==> src/rtl/sat_counter.sv <==
// Saturating up-counter with synchronous clear; clear beats increment.
module sat_counter #(
    parameter int WIDTH = 4
) (
    input  logic             clk,
    input  logic             rst,
    input  logic             inc,
    input  logic             clr,
    output logic [WIDTH-1:0] count
);

    // Count up on inc, stick at all-ones, clear on clr or rst
    always_ff @(posedge clk) begin
        // NOTE: sequential state uses non-blocking assignments so every flop
        // samples pre-edge values regardless of block ordering.
        if (rst || clr) begin
            count <= '0;
        end else if (inc && !(&count)) begin
            count <= count + WIDTH'(1);
        end
    end

endmodule

==> config.mk <==
export PLATFORM = sky130hd
export DESIGN_NAME = sat_counter
export DESIGN_NICKNAME = d
export VERILOG_FILES = /design/src/rtl/sat_counter.sv
export SDC_FILE = /design/constraint.sdc
export NUM_CORES = 1
export LEC_CHECK = 0
export ABC_CLOCK_PERIOD_IN_PS = 1000
export BUFFER_PORTS_ARGS = -buffer_cell sky130_fd_sc_hd__buf_2
export CORE_AREA = 2 2 39 41
export CTS_BUF_LIST = sky130_fd_sc_hd__clkbuf_4 sky130_fd_sc_hd__clkbuf_8
export DETAILED_ROUTE_END_ITERATION = 7
export DIE_AREA = 0 0 41 43
export GPL_TIMING_DRIVEN = 0
export SLEW_MARGIN = 10
export SYNTH_ARGS = -nofsm -noshare
export SYNTH_HDL_FRONTEND = slang
export SYNTH_SLANG_ARGS = --single-unit
==> constraint.sdc <==
create_clock -name clk -period 1 [get_ports clk]
set_input_delay 0.1 -clock clk [delete_from_list [all_inputs] [get_ports clk]]
set_output_delay 0.1 -clock clk [all_outputs]
set_load 0.02 [all_outputs]
==> summary.md, run 1 <==
| Metric | Value |
|---|---|
| RR Startpoint | `count[0]$_SDFFE_PP0P_` |
| Initial antenna violation count | `0` |
| Drt pass-1 iters | `3` |
| Minimum clock period | `about 1.0 ns` |
| Ant diodes | `0` |
| Final Hold Viols | `0` |
| Congestion Overflow GR | `0` |
| RSZ-0062 raised after global routing | `true` |
| Worst setup path class | `reg2reg` |
| Post-detailed-route via-to-cell ratio | `4.346` |
| Hpwl dp | `between 300 and 400 um` |
| Post-Syn Nets | `27` |
| Final instance count without filler cells | `52` |
| Mapped Cells | `22` |
| DR WL/cell | `a little over 10 um` |
| # rows | `14` |
| Final setup viols | `3` |
| #FFs+latches synth | `4` |
| Outcome | `complete, but fails checks` |
| Share of layout cells above drive strength 1 | `66.67%` |
| Critical Path Source Type | `register` |
| Clock latency on the worst-skew pair | `between 0.2 and 0.25 ns` |
| Starting Density | `around 16%` |
| Longest Clk Path Bufs | `2` |
| Final cycle utilization of the critical path | `104.0%` |
| P_leak | `about 0.00015 uW` |
| I/O pin cnt | `8` |
| Combinational power share | `between 8 and 9%` |
| Clock Power Share | `~56%` |
| Fmax | `0.9620 GHz` |
| Vias in the first global route | `approximately 220` |
| Final net count | `between 40 and 50` |
| Arrival time worst endpoint | `roughly 1.2 ns` |
| Sequential element share of the synthesized area | `36.78%` |
| Crit path launch | `count[0]$_SDFFE_PP0P_` |
| Power per cell area | `roughly 1300 nW/um2` |
| # clock sinks | `4` |
| Die height | `43 um` |
| Core outline area | `roughly 1400 um2` |
| Die Area | `between 1500 and 2000 um2` |
| DR iter-0 viols | `5` |
| Htree depth | `1` |
| Clk root buf | `clkbuf_4` |
| R2r setup slk | `-0.04 ns` |
| Slew HR | `77.80%` |
| First-pass GRT wire length | `828 um` |
| CTS buffer count | `3` |
| Seq pwr share | `a little over a third` |
| CP Capture Type | `register` |
| Routed WL | `between 500 and 600 um` |
| Clk_skew | `around 0.0034 ns` |
| Max FFs per register | `4` |
| Top flop regs | `count (4)` |
| Max-cap violations | `0` |
| Syn Area/Cell | `around 10 um2` |
| Post-detailed-route count of antenna-violating nets | `0` |
| Switching Fraction | `approximately 22%` |
| IR drop worst, VDD | `437.6 uV` |
| CP Data Required Time | `about 1.1 ns` |
| Inst Count DP | `45` |
| CTS tree | `built` |
| Vias | `226` |
| Failing checks | `setup timing` |
| Fin. max-slew vios | `0` |
| IO Port Bufs | `7` |
| Slew @ Worst Pin | `roughly 0.33 ns` |
| Hold Crit Class | `in2reg` |
| Tot GR Track Use | `around 7.3%` |
| Internal power | `around 350 uW` |
| Largest net degree at the start of global routing | `7` |
| Psw | `around 100 uW` |
| GPL Wtd Cong | `0.7556` |
| Synthesis warning total | `0` |
| Setup ws final | `-0.03953 ns` |
| Netlist Area Pre-Place | `roughly 220 um2` |
| Synth cell types | `15` |
| Crit path capture | `count[0]$_SDFFE_PP0P_` |
| Clk slew on worst S/H paths | `approximately 0.040 ns` |
| Drc violations | `0` |
| Worst-path maximum fanout | `3` |
| Top reg by flops | `count` |
| Final core area utilization | `between 20% and 30%` |
| Reg2reg end | `count[0]$_SDFFE_PP0P_` |
| R2R depth | `4` |
| Area grow syn2layout | `60.92%` |
| Hold_ws | `approximately 0.065 ns` |
| Die Width | `slightly above 40 um` |
==> cell usage in the layout, fill, tap and decap left out <==
master / n
dfxtp_2: 2
nand4_1: 1
nor2_1: 2
o41ai_2: 1
o211ai_2: 1
nand4b_1: 2
clkbuf_4: 4
o211ai_1: 1
o21ai_2: 1
ha_4: 1
buf_2: 6
inv_1: 1
dfxtp_4: 2
nand2_1: 2
nand3_1: 2
and3_4: 1
a21boi_2: 1
buf_4: 4
a21oi_1: 1
==> worst max-delay path: stages, from the launching register on <==
cell,delay (ns)
dfxtp_4,0.35
ha_4,0.16
and3_4,0.18
o211ai_1,0.17
nand2_1,0.07
==> repair_timing <==
action,in CTS,in global routing
buffers inserted,3,0
hold buffers,0,0
resized for setup,0,1
endpoints found under the setup margin,3,4
pin swaps,2,3
==> per-layer routing <==
metal / GRT usage [%] / wire [um] / share of wire (%)
met3: 4.712 / 58 / 11
met5: 0 / 0 / 0
met2: 8.125 / 202 / 38
met4: 4.000 / 8 / 1.5
met1: 10.22 / 259 / 49
==> power groups by stage <==
stage	clock (uW)	combinational, uW	sequential (uW)
2_1_floorplan	0	11.8	170
3_3_place_gp	0	29.8	167
3_5_place_dp	0	30.8	167
4_1_cts	263	36.1	162
5_1_grt	278	40.6	162
6_report	254	37.1	162
==> worst min-delay path by stage <==
stage | from | end | slack [ns] | depth (start not counted)
detailed placement | rst | count[3]$_SDFFE_PP0P_ | 0.31 | 2
global placement | rst | count[3]$_SDFFE_PP0P_ | 0.31 | 2
floorplan | rst | count[3]$_SDFFE_PP0P_ | 0.19 | 1
CTS | rst | count[3]$_SDFFE_PP0P_ | 0.06 | 2
finish | rst | count[3]$_SDFFE_PP0P_ | 0.06 | 2
global route | rst | count[3]$_SDFFE_PP0P_ | 0.07 | 2
==> kinds of logic after synthesis <==
logic type | synth area share, %
and+or+nand+nor | 27.59
AOI/OAI and AO/OA | 28.16
DFF | 36.78
buffers and inverters | 1.722
adders and majority gates | 5.746
==> cells in the mapped netlist <==
cell type	number	area share (%)
nand3_1	2	4.6
nand4_1	1	2.9
o211ai_1	1	3.4
inv_1	1	1.7
nand4b_1	2	8.0
a21oi_1	1	2.3
nand2_1	2	3.4
ha_1	1	5.7
nor2_1	2	3.4
dfxtp_1	4	37
a21boi_2	1	5.2
o211ai_2	1	5.7
and3_4	1	5.2
o21ai_2	1	4.0
o41ai_2	1	7.5
==> metrics by stage <==
step	setup WS (ns)	total power, uW	instance area [um2]	TNS (ns)
2_1_floorplan	-0.04979	181.4	240.2	-0.07544
3_3_place_gp	-0.04893	196.6	295.3	-0.08901
3_5_place_dp	-0.04915	197.6	295.3	-0.09043
4_1_cts	-0.05479	461.5	347.8	-0.09430
5_1_grt	-0.09629	481.3	350.3	-0.2429
6_report	-0.03953	453.9	350.3	-0.08782
==> area by class of cell <==
cell class | instances | area (um2)
clock buffer | 4 | 30.03
multi-input combinational | 17 | 146.4
timing repair buffer | 10 | 60.06
tap | 16 | 20.02
fill | 154 | 1033
sequential | 4 | 90.09
inverter | 1 | 3.754
(Power assumes the default switching activity.)
==> inputs of run 2 (changes only) <==
--- a/config.mk
+++ b/config.mk
@@ -6,12 +6,13 @@
 export NUM_CORES = 1
 export LEC_CHECK = 0
 export ABC_CLOCK_PERIOD_IN_PS = 1000
-export BUFFER_PORTS_ARGS = -buffer_cell sky130_fd_sc_hd__buf_2
+export BUFFER_PORTS_ARGS = -buffer_cell sky130_fd_sc_hd__buf_4
 export CORE_AREA = 2 2 39 41
 export CTS_BUF_LIST = sky130_fd_sc_hd__clkbuf_4 sky130_fd_sc_hd__clkbuf_8
 export DETAILED_ROUTE_END_ITERATION = 7
 export DIE_AREA = 0 0 41 43
 export GPL_TIMING_DRIVEN = 0
+export PLACE_DENSITY = 0.35
 export SLEW_MARGIN = 10
 export SYNTH_ARGS = -nofsm -noshare
 export SYNTH_HDL_FRONTEND = slang
==> summary.md, run 2 (same netlist as run 1, synthesis figures left out) <==
| Metric | Value |
|---|---|
| Outcome | `complete, but fails checks` |
| Failing checks | `setup timing` |
| Clock Power Share | `54.6%` |
| Hpwl dp | `between 300 and 400 um` |
| Final Hold Viols | `0` |
| First-pass GRT wire length | `917 um` |
| Longest Clk Path Bufs | `2` |
| Clk slew on worst S/H paths | `roughly 0.040 ns` |
| IR drop worst, VDD | `607.8 uV` |
| Routed WL | `539 um` |
| Clk root buf | `clkbuf_4` |
| P_leak | `0.0001529 uW` |
| Final net count | `42` |
| Starting Density | `between 15 and 20%` |
| Final core area utilization | `27.31%` |
| Power per cell area | `approximately 1200 nW/um2` |
| Worst setup path class | `reg2reg` |
| Max FFs per register | `4` |
| Final setup viols | `2` |
| Clk_skew | `~0.006 ns` |
| Area grow syn2layout | `73.56%` |
| DR iter-0 viols | `4` |
| RSZ-0062 raised after global routing | `true` |
| Fmax | `around 0.95 GHz` |
| GPL Wtd Cong | `roughly 0.73` |
| Hold Crit Class | `in2reg` |
| Inst Count DP | `between 40 and 50` |
| CP Capture Type | `register` |
| Hold Path Sink | `count[3]$_SDFFE_PP0P_` |
| Slew @ Worst Pin | `approximately 0.37 ns` |
| Slew HR | `between 70% and 80%` |
| Commonest non-fill, non-tap cell in the layout | `buf_4` |
| Initial antenna violation count | `0` |
| Minimum clock period | `approximately 1.1 ns` |
| CP Data Required Time | `1.11 ns` |
| Switching Fraction | `21.29%` |
| Post-detailed-route count of antenna-violating nets | `0` |
| Arrival time worst endpoint | `1.16 ns` |
| Die height | `43 um` |
| Tot GR Track Use | `under 10%` |
| Hold Path Depth | `2` |
| Seq pwr share | `a little over a third` |
| Top flop regs | `count (4)` |
| Internal power | `about 360 uW` |
| Final instance count without filler cells | `52` |
| Congestion Overflow GR | `0` |
| Drc violations | `0` |
| Worst slack, placed | `-0.06139 ns` |
| Worst-path maximum fanout | `3` |
| Cts hold-fix bufs | `0` |
| Largest net degree at the start of global routing | `7` |
| Die Width | `41 um` |
| IO Port Bufs | `7` |
| R2R depth | `4` |
| Tot Pwr | `~460 uW` |
| Most frequent cells in the layout | `buf_4, clkbuf_4` |
| RR Startpoint | `count[0]$_SDFFE_PP0P_` |
| Hold_ws | `0.05617 ns` |
| Max-cap violations | `0` |
| Drt pass-1 iters | `3` |
| Ant diodes | `0` |
| Htree depth | `1` |
| Top reg by flops | `count` |
| Vias in the first global route | `between 200 and 250` |
| Die Area | `1763 um2` |
| # clock sinks | `4` |
| Setup ws final | `-0.05080 ns` |
| Crit path launch | `count[0]$_SDFFE_PP0P_` |
| R2r setup slk | `-0.05 ns` |
| Critical Path Source Type | `register` |
| Core outline area | `1384 um2` |
| Final cycle utilization of the critical path | `105.1%` |
| DR WL/cell | `just over 10 um` |
| Clock latency on the worst-skew pair | `between 0.2 and 0.25 ns` |
| Share of layout cells above drive strength 1 | `69.44%` |
| Hold path startpoint | `rst` |
| Combinational power share | `around a tenth` |
| CTS buffer count | `3` |
| Psw | `around 97 uW` |
| # rows | `14` |
| Reg2reg end | `count[3]$_SDFFE_PP0P_` |
| Fin. max-slew vios | `0` |
| Post-detailed-route via-to-cell ratio | `between 4 and 5` |
| Vias | `around 220` |
| CTS tree | `built` |
| I/O pin cnt | `8` |
-- run 2: cell counts in the layout (fill, tap and decap cells not counted) --
No cell type changed its count.
-- run 2: layout make-up --
class | count | area [um2]
Inverter | 1 | 3.754
Sequential cell | 4 | 90.09
Clock buffer | 4 | 30.03
Multi-Input combinational cell | 17 | 151.4
Tap cell | 16 | 20.02
Fill cell | 156 | 1006
Timing Repair Buffer | 10 | 82.58
-- run 2: critical path: stages (launching register included) --
cell,delay [ns]
dfxtp_4,0.35
ha_4,0.16
and3_4,0.19
o211ai_2,0.14
o41ai_2,0.08
-- run 2: worst max-delay path by stage --
stage / slack (ns) / cells after the start / end
floorplan: -0.05 / 4 / count[3]$_SDFFE_PP0P_
global placement: -0.06 / 4 / count[3]$_SDFFE_PP0P_
detailed placement: -0.06 / 4 / count[3]$_SDFFE_PP0P_
CTS: -0.07 / 4 / count[3]$_SDFFE_PP0P_
global route: -0.09 / 4 / count[3]$_SDFFE_PP0P_
finish: -0.05 / 4 / count[3]$_SDFFE_PP0P_
-- run 2: stage by stage --
stage	TNS [ns]	cell area (um2)
after floorplan	-0.07544	240.2
after global placement	-0.1096	312.8
after detailed placement	-0.1008	312.8
after CTS	-0.09189	365.4
after global routing	-0.2299	377.9
final	-0.07510	377.9
-- run 2: routing by layer --
layer | GRT usage (%) | up-vias | part of all wire, %
li1 | - | 113 | -
met1 | 9.615 | 99 | 46
met2 | 10.00 | 5 | 47
met3 | 1.571 | 2 | 4.8
met4 | 12.00 | 0 | 1.9
met5 | 0 | - | 0
-- run 2: power by group through the flow --
stage	logic, uW	registers (uW)	clock network (uW)
after floorplan	11.8	170	0
after global placement	34.9	167	0
after detailed placement	35.2	167	0
after CTS	41.3	162	263
after global routing	49.9	163	276
final	44.6	163	249
-- run 2: timing repair --
action | in CTS | in global routing
resized for setup | 0 | 3
buffers inserted | 3 | 0
gates cloned | 0 | 0
pin swaps | 3 | 2
endpoints found under the setup margin | 3 | 5
